File: src/rtl/hazard_scoreboard_unit_if.sv
// Decode-side bus of the hazard scoreboard: decode/pipeline control in,
// stall, bubble, forwarding selects and stall statistics out.
interface hazard_scoreboard_unit_if #(
  parameter int NSRC  = 3,
  parameter int SEL_W = 2,
  parameter int CNT_W = 32
) ();
  logic                    ds_valid;
  logic [NSRC*5-1:0]       ds_src;
  logic [NSRC-1:0]         ds_src_en;
  logic [4:0]              ds_dest;
  logic                    ds_we;
  logic                    ds_is_load;
  logic                    pipe_adv;
  logic                    mdu_busy;
  logic                    flush;
  logic                    ds_stall;
  logic                    es_bubble;
  logic [NSRC*SEL_W-1:0]   fwd_sel;
  logic [CNT_W-1:0]        stall_cnt;

  // Pipeline/decode side: drives the request, observes the decision.
  modport master (
    output ds_valid, ds_src, ds_src_en, ds_dest, ds_we, ds_is_load,
    output pipe_adv, mdu_busy, flush,
    input  ds_stall, es_bubble, fwd_sel, stall_cnt
  );

  // Hazard unit side.
  modport slave (
    input  ds_valid, ds_src, ds_src_en, ds_dest, ds_we, ds_is_load,
    input  pipe_adv, mdu_busy, flush,
    output ds_stall, es_bubble, fwd_sel, stall_cnt
  );
endinterface

File: src/rtl/hazard_scoreboard_unit.sv
// Hazard scoreboard: tracks in-flight GPR writers after decode in a shift
// register (entry 0 = EX, youngest) and resolves RAW hazards for the decode
// sources: forwarding selects, load-use stall, multi-cycle-unit stall,
// EX bubble insertion and a saturating stall-cycle counter.
module hazard_scoreboard_unit #(
  parameter int NSRC           = 3,
  parameter int PIPE_DEPTH     = 3,
  parameter int LOAD_READY_IDX = 1,
  parameter int SEL_W          = 2,
  parameter int CNT_W          = 32
) (
  input  logic                     clk,
  input  logic                     resetn,
  hazard_scoreboard_unit_if.slave  bus
);

  // Scoreboard entries; only the valid bits are control and get reset.
  logic [PIPE_DEPTH-1:0] r_v;
  logic [PIPE_DEPTH-1:0] r_we;
  logic [PIPE_DEPTH-1:0] r_ld;
  logic [4:0]            r_dest [PIPE_DEPTH];
  logic [CNT_W-1:0]      r_stall_cnt;

  logic [PIPE_DEPTH-1:0]   w_writer;
  logic [NSRC-1:0]         w_ld_use;
  logic [NSRC*SEL_W-1:0]   w_fwd_sel;
  logic                    w_raw_stall;
  logic                    w_ds_stall;
  logic                    w_issue;

  function automatic logic [CNT_W-1:0] sat_inc(input logic [CNT_W-1:0] x);
    return (&x) ? x : x + 1'b1;
  endfunction

  genvar gk, gi;
  for (gk = 0; gk < PIPE_DEPTH; gk++) begin : g_writer
    assign w_writer[gk] = r_v[gk] & r_we[gk] & (r_dest[gk] != 5'd0);
  end

  for (gi = 0; gi < NSRC; gi++) begin : g_src
    logic [4:0]       w_src;
    logic [SEL_W-1:0] w_sel;
    logic             w_lu;
    assign w_src = bus.ds_src[5*gi +: 5];
    // Youngest matching writer wins: scan oldest to youngest, last hit sticks.
    always_comb begin
      w_sel = '0;
      w_lu  = 1'b0;
      if (bus.ds_src_en[gi] && (w_src != 5'd0)) begin
        for (int k = PIPE_DEPTH - 1; k >= 0; k--) begin
          if (w_writer[k] && (r_dest[k] == w_src)) begin
            w_sel = SEL_W'(k + 1);
            w_lu  = r_ld[k] && (k < LOAD_READY_IDX);
          end
        end
      end
    end
    assign w_fwd_sel[gi*SEL_W +: SEL_W] = w_sel;
    assign w_ld_use[gi]                 = w_lu;
  end

  assign w_raw_stall = |w_ld_use;
  assign w_ds_stall  = bus.ds_valid & (w_raw_stall | bus.mdu_busy) & ~bus.flush;
  assign w_issue     = bus.ds_valid & ~w_ds_stall & bus.pipe_adv & ~bus.flush;

  assign bus.ds_stall  = w_ds_stall;
  assign bus.es_bubble = w_ds_stall & bus.pipe_adv & ~bus.mdu_busy;
  assign bus.fwd_sel   = w_fwd_sel;
  assign bus.stall_cnt = r_stall_cnt;

  // Entry valid bits: reset/flush clear, otherwise shift on pipeline advance.
  always_ff @(posedge clk) begin
    if (!resetn) begin
      r_v <= '0;
    end else if (bus.flush) begin
      r_v <= '0;
    end else if (bus.pipe_adv) begin
      r_v <= {r_v[PIPE_DEPTH-2:0], w_issue};
    end
  end

  // Entry payload shifts with the valid bits; a bubble carries we=0, ld=0.
  always_ff @(posedge clk) begin
    if (bus.pipe_adv && !bus.flush) begin
      r_we      <= {r_we[PIPE_DEPTH-2:0], w_issue & bus.ds_we};
      r_ld      <= {r_ld[PIPE_DEPTH-2:0], w_issue & bus.ds_is_load};
      r_dest[0] <= bus.ds_dest;
      for (int k = 1; k < PIPE_DEPTH; k++) begin
        r_dest[k] <= r_dest[k-1];
      end
    end
  end

  // Count decode-stall cycles, saturating at all-ones.
  always_ff @(posedge clk) begin
    if (!resetn) begin
      r_stall_cnt <= '0;
    end else if (bus.ds_valid && w_ds_stall) begin
      r_stall_cnt <= sat_inc(r_stall_cnt);
    end
  end

endmodule
File: src/flat_wrapper.sv
// flat-port wrapper written by rule: the top's interface ports become plain ports
module hazard_scoreboard_unit_flat 
#(
  parameter int NSRC           = 3,
  parameter int PIPE_DEPTH     = 3,
  parameter int LOAD_READY_IDX = 1,
  parameter int SEL_W          = 2,
  parameter int CNT_W          = 32
)
  (clk, resetn, bus_ds_valid, bus_ds_src, bus_ds_src_en, bus_ds_dest, bus_ds_we, bus_ds_is_load, bus_pipe_adv, bus_mdu_busy, bus_flush, bus_ds_stall, bus_es_bubble, bus_fwd_sel, bus_stall_cnt);
  hazard_scoreboard_unit_if #(.NSRC(NSRC), .SEL_W(SEL_W), .CNT_W(CNT_W)) bus_i ();
  input  logic clk;
  input  logic resetn;
  input wire logic [$bits(bus_i.ds_valid)-1:0] bus_ds_valid;
  input wire logic [$bits(bus_i.ds_src)-1:0] bus_ds_src;
  input wire logic [$bits(bus_i.ds_src_en)-1:0] bus_ds_src_en;
  input wire logic [$bits(bus_i.ds_dest)-1:0] bus_ds_dest;
  input wire logic [$bits(bus_i.ds_we)-1:0] bus_ds_we;
  input wire logic [$bits(bus_i.ds_is_load)-1:0] bus_ds_is_load;
  input wire logic [$bits(bus_i.pipe_adv)-1:0] bus_pipe_adv;
  input wire logic [$bits(bus_i.mdu_busy)-1:0] bus_mdu_busy;
  input wire logic [$bits(bus_i.flush)-1:0] bus_flush;
  output wire logic [$bits(bus_i.ds_stall)-1:0] bus_ds_stall;
  output wire logic [$bits(bus_i.es_bubble)-1:0] bus_es_bubble;
  output wire logic [$bits(bus_i.fwd_sel)-1:0] bus_fwd_sel;
  output wire logic [$bits(bus_i.stall_cnt)-1:0] bus_stall_cnt;
  assign bus_i.ds_valid = bus_ds_valid;
  assign bus_i.ds_src = bus_ds_src;
  assign bus_i.ds_src_en = bus_ds_src_en;
  assign bus_i.ds_dest = bus_ds_dest;
  assign bus_i.ds_we = bus_ds_we;
  assign bus_i.ds_is_load = bus_ds_is_load;
  assign bus_i.pipe_adv = bus_pipe_adv;
  assign bus_i.mdu_busy = bus_mdu_busy;
  assign bus_i.flush = bus_flush;
  assign bus_ds_stall = bus_i.ds_stall;
  assign bus_es_bubble = bus_i.es_bubble;
  assign bus_fwd_sel = bus_i.fwd_sel;
  assign bus_stall_cnt = bus_i.stall_cnt;
  hazard_scoreboard_unit #(.NSRC(NSRC), .PIPE_DEPTH(PIPE_DEPTH), .LOAD_READY_IDX(LOAD_READY_IDX), .SEL_W(SEL_W), .CNT_W(CNT_W)) u_core (.clk(clk), .resetn(resetn), .bus(bus_i));
endmodule
File: config.mk
export PLATFORM = sky130hd
export DESIGN_NAME = hazard_scoreboard_unit_flat
export DESIGN_NICKNAME = d
export VERILOG_FILES = /design/src/rtl/hazard_scoreboard_unit_if.sv /design/src/rtl/hazard_scoreboard_unit.sv /design/src/flat_wrapper.sv
export SDC_FILE = /design/constraint.sdc
export NUM_CORES = 1
export LEC_CHECK = 0
export CAP_MARGIN = 15
export CORE_UTILIZATION = 43
export CTS_CLUSTER_DIAMETER = 50
export DETAILED_ROUTE_END_ITERATION = 7
export PLACE_DENSITY = 0.78
export RECOVER_POWER = 100
export SETUP_SLACK_MARGIN = 0.4
export SLEW_MARGIN = 10
export SYNTH_ARGS = -nofsm -noshare
export SYNTH_HDL_FRONTEND = slang
export SYNTH_SLANG_ARGS = --single-unit
File: constraint.sdc
create_clock -name clk -period 8.75 [get_ports clk]
set_clock_uncertainty 0.15 [all_clocks]
set_input_delay 1.75 -clock clk [delete_from_list [all_inputs] [get_ports clk]]
set_output_delay 1.75 -clock clk [all_outputs]
set_load 0.02 [all_outputs]
[Word-level counts from Yosys, hierarchy flattened]
Memory sizes are Yosys's and may differ from the RTL's.
Cells that the tools add are included.
Operators by class
  mux-type cells: 20
  equal/unequal tests: 9
  bitwise gates (word level): 21
  $add $sub $neg: 1
  reduce and logical (&&, ||, !) cells: 25
Operators by type and width (number)
  $eq A5 B5 Y1: 9
  $add A32 B1 Y32 const B: 1
  $reduce_and A32 Y1: 1
  $reduce_bool A5 Y1: 6
  $mux W2: 12
  $and A1 B1 Y1: 15
  $logic_and A1 B1 Y1: 14
  $mux W1: 8
  $not A1 Y1: 5
  $reduce_or A3 Y1: 1
  $reduce_and A2 Y1: 1
  $reduce_or A2 Y1: 1
  $logic_not A1 Y1: 1
  $or A1 B1 Y1: 1
Storage, ports and cells
  bits in registers: 39
  memories: 1
  RAM bits: 15
  input port bits: 31
  output and inout port bits: 40
Memory list
  u_core.r_dest: depth 3, bits a word 5, read ports 3, clocked after memory_dff 0, write ports 3, RTL line hazard_scoreboard_unit.sv:21  | logic [4:0] r_dest [PIPE_DEPTH];

[Logic depth before layout (Yosys ltp)]
  word-level depth: 14
  gate-level depth with buffers: 9

[Least setup slack after synthesis]
No wires, ideal clock.
  kind: input to output
  from: in bus_ds_src[1]
  to: out bus_ds_stall
  cell stages on the path: 6
  buffers on the path: 1
  setup slack: 3.354 ns
  data arrival time: 3.496 ns
  required time: 6.850 ns
  cell sequence: or4_1 o21ai_2 and4b_4 a2111oi_4 buf_6 nor2b_1
On the way
  longest elaborated chain between the ends: 8
Ends and longest elaborated chain
  start: declaration: RTL line flat_wrapper.sv:15  | input wire logic [$bits(bus_i.ds_src)-1:0] bus_ds_src;
  $eq A5 B5 Y1: RTL line hazard_scoreboard_unit.sv:51  | if (w_writer[k] && (r_dest[k] == w_src)) begin
  $logic_and A1 B1 Y1: RTL line hazard_scoreboard_unit.sv:51
  $mux W1: RTL line hazard_scoreboard_unit.sv:51
  $mux W1 *: RTL line hazard_scoreboard_unit.sv:49  | if (bus.ds_src_en[gi] && (w_src != 5'd0)) begin
  $reduce_or A3 Y1 *: RTL line hazard_scoreboard_unit.sv:62  | assign w_raw_stall = |w_ld_use;
  $or A1 B1 Y1 *: RTL line hazard_scoreboard_unit.sv:63  | assign w_ds_stall = bus.ds_valid & (w_raw_stall | bus.mdu_busy) & ~bus.flush;
  $and A1 B1 Y1 * (2 in a row): RTL line hazard_scoreboard_unit.sv:63
  end: declaration: RTL line flat_wrapper.sv:23  | output wire logic [$bits(bus_i.ds_stall)-1:0] bus_ds_stall;
Mark *: on every way between the ends. The rest lies on a longest branch, timed or not.

[Final worst setup path]
  from: in bus_ds_src[12]
  to: out bus_ds_stall
Same word-level chain as after synthesis.

==> impl_metrics.env <==
export IMPL_status="finished clean"
export IMPL_overflow=0
export IMPL_ys_warn_count=0
export IMPL_slew_viol_final=0
export IMPL_avgSynthCellArea_um2=9.60
export IMPL_startpoint_type="input pin"
export IMPL_grt_use_met2_pct=35.3
export IMPL_dp_hpwl_um=5600
export IMPL_maxCapViolCount=0
export IMPL_ys_seq_area_share_pct=41.0
export IMPL_syn_area_um2=3100
export IMPL_cts_max_path_buffers=2
export IMPL_peakVddDrop_uv=61.9
export IMPL_pre_cts_ws_ns=2.28
export IMPL_crit_required_ns=6.85
export IMPL_ys_top_cells_by_area="dfxtp_1 23%, edfxtp_1 18%, xor2_1 14%, xnor2_1 6.2%, and2_1 5.4%"
export IMPL_synth_top_area_cell="dfxtp_1"
export IMPL_fmaxAchievable_mhz=136
export IMPL_synth_common_cells="48 x xor2_1, 35 x dfxtp_1, 27 x and2_1, 22 x xnor2_1, 19 x edfxtp_1"
export IMPL_drc=0
export IMPL_synth_edf_count=19
export IMPL_use_met3_pct=3.79
export IMPL_power_density_nw_per_um2=115
export IMPL_syn_nets=355
export IMPL_crit_arrival_ns=5.48
export IMPL_cts_hold_buf=0
export IMPL_numCtsBuffers=5
export IMPL_grt_use_total_pct=21.2
export IMPL_yosys_most_used_dff="dfxtp_1"
export IMPL_grt_pass1_vias=2509
export IMPL_met1_usage_pct=28.5
export IMPL_setup_tns_ns=0
export IMPL_leakage_nw=1.57
export IMPL_core_area_um2=6870
export IMPL_numClockSinks=54
export IMPL_area_growth_pct=27.7
export IMPL_ios=71
export IMPL_hp_class="flip-flop to flip-flop"
export IMPL_cts_setup_buffers=0
export IMPL_root_buffer="clkbuf_8"
export IMPL_drive_above_1_share_pct=3.30
export IMPL_ant_nets=0
export IMPL_grt_busiest_layer="met2"
export IMPL_dieArea_um2=7550
export IMPL_final_nets=426
export IMPL_floorplan_initialDensity_pct=45.1
export IMPL_antenna_found_initial=0
export IMPL_wl_per_cell_um=15.6
export IMPL_fp_row_count=30
export IMPL_htree_levels=2
export IMPL_worst_pin_slew_ns=1.16
export IMPL_cts_tree="yes"
export IMPL_fin_crit_sh_pct=84.3
export IMPL_min_period_ns=7.38
export IMPL_cts_resized_gates=0
export IMPL_synth_cells=323
export IMPL_relSlewSlack_pct=22.5
export IMPL_gp_congestion=0.887
export IMPL_dr_first_iter_drc_count=106
export IMPL_first_pass_iters=4
export IMPL_setup_violations=0
export IMPL_io_buffers=70
export IMPL_path_cells="dlygate4sd3_1 -> or4_1 -> o21ai_0 -> and4b_1 -> a2111oi_0 -> clkbuf_1 -> nor2b_1 -> clkdlybuf4s50_1"
export IMPL_cpMaxStageDelayCell="clkbuf_1"
export IMPL_ys_async_sr_fraction_pct=0
export IMPL_ys_types=43
export IMPL_n_antenna_cell=0
export IMPL_hold_viol_final=0
export IMPL_drt_wl_total_um=7630
export IMPL_cp_max_fo=28
export IMPL_critPathMaxStageDelay_ns=0.90
export IMPL_critical_path_class="input pin to primary output"
export IMPL_grt_max_degree=40
export IMPL_rsz0062_at_grt="no"
export IMPL_die_h_um=86.9
export IMPL_fp_dieW_um=86.9
export IMPL_yosysMostFrequentCell="xor2_1"
export IMPL_grt_pass1_wl_um=12500
export IMPL_ys_seq_elements=54
export IMPL_worst_slack_ns=1.37
export IMPL_nFillCells=650
export IMPL_cp_end_kind="primary output"
export IMPL_synth_top_area_share_pct=22.6
export IMPL_clkLatencyLatePin_ns=0.29
export IMPL_viasPerCell=5.39
export IMPL_cts_clk_slew_worst_paths_ns=0.09
export IMPL_route_vias_total=2641
final timing paths:
path	start	to	slack, ns	cells after the start
max	bus_ds_src[12]	bus_ds_stall	1.37	8
min	u_core.r_we[1]	u_core.r_we[2]	0.33	0
max reg2reg	u_core.r_dest[0][2]	u_core.bus.stall_cnt[22]	5.32	8
min reg2reg	u_core.r_we[1]	u_core.r_we[2]	0.33	0
layout by cell type, fill, tap and decap left out, drive strengths merged, types with 2 or more instances in the layout:
cell type      Yosys  routed
xor2              48      48
dlygate4sd3        0      47
dfxtp             35      35
and2              27      27
clkdlybuf4s50      0      23
xnor2             22      22
edfxtp            19      19
nor3              18      18
nor4              18      18
nand2             17      17
nand3             16      16
nor2              14      14
nand4             12      12
nand2b             8       8
clkbuf             7       8
mux2i              7       7
or4                5       5
a21oi              5       5
nor2b              4       4
inv                4       4
o21ai              4       4
or3                3       3
and3               3       3
and4b              3       3
o211ai             2       2
o21a               2       2
a211oi             2       2
a41oi              2       2
or2                2       2
buf                3       2
critical path: cells and delay by family:
kind | cells | cell delay, ns
buffers and inverters | 3 | 2.11
and+or+nand+nor | 3 | 0.91
AOI/OAI and AO/OA | 2 | 0.69
layer usage:
layer	vias to the layer above	part of all wire [%]
met2	84	48
met1	1256	46
met4	0	0.48
met5	-	0
met3	4	6.3
li1	1297	-
layout make-up:
| type | count | area [um^2] | share of cell area, % |
|---|---|---|---|
| Multi-Input combinational cell | 255 | 1740 | 44.0 |
| Inverter | 4 | 15.0 | 0.379 |
| Timing Repair Buffer | 74 | 731 | 18.5 |
| Clock buffer | 6 | 72.6 | 1.83 |
| Sequential cell | 54 | 1270 | 32.1 |
| Clock inverter | 1 | 7.51 | 0.190 |
| Tap cell | 96 | 120 | 3.03 |
metrics by stage:
step	total power (W)	hold WS (ns)	util, %	instance area [um^2]	instances
3_5_place_dp	0.000332	0.296	56.6	3890	482
5_1_grt	0.000475	0.334	57.6	3960	490
2_1_floorplan	0.000305	0.274	-	3100	323
4_1_cts	0.000463	0.322	57.8	3970	489
6_report	0.000457	0.331	57.6	3960	490
3_3_place_gp	0.000333	0.291	56.6	3890	482
power by group:
| part | internal (W) | switching [W] |
|---|---|---|
| combinational | 0.0000261 | 0.0000272 |
| clock | 0.0000551 | 0.0000764 |
| sequential | 0.000264 | 0.00000759 |
| total | 0.000345 | 0.000111 |
registers in the layout, summed over array words and instances, names as in the netlist:
signal	cells
u_core.bus.stall_cnt	32
u_core.r_dest	15
u_core.r_v	3
u_core.r_we	3
u_core.r_ld	1
kinds of logic (layout without fill, tap and decap cells):
logic type,count (synthesis),in the layout,share of synthesized area (%)
simple gates,155,155,28.5
compound gates,22,22,5.81
flops,54,54,41.0
buf+inv,14,85,2.22
mux,7,7,2.26
fa+ha+maj,1,1,0.403
xor+xnor,70,70,19.8
(Power assumes the default switching activity.)
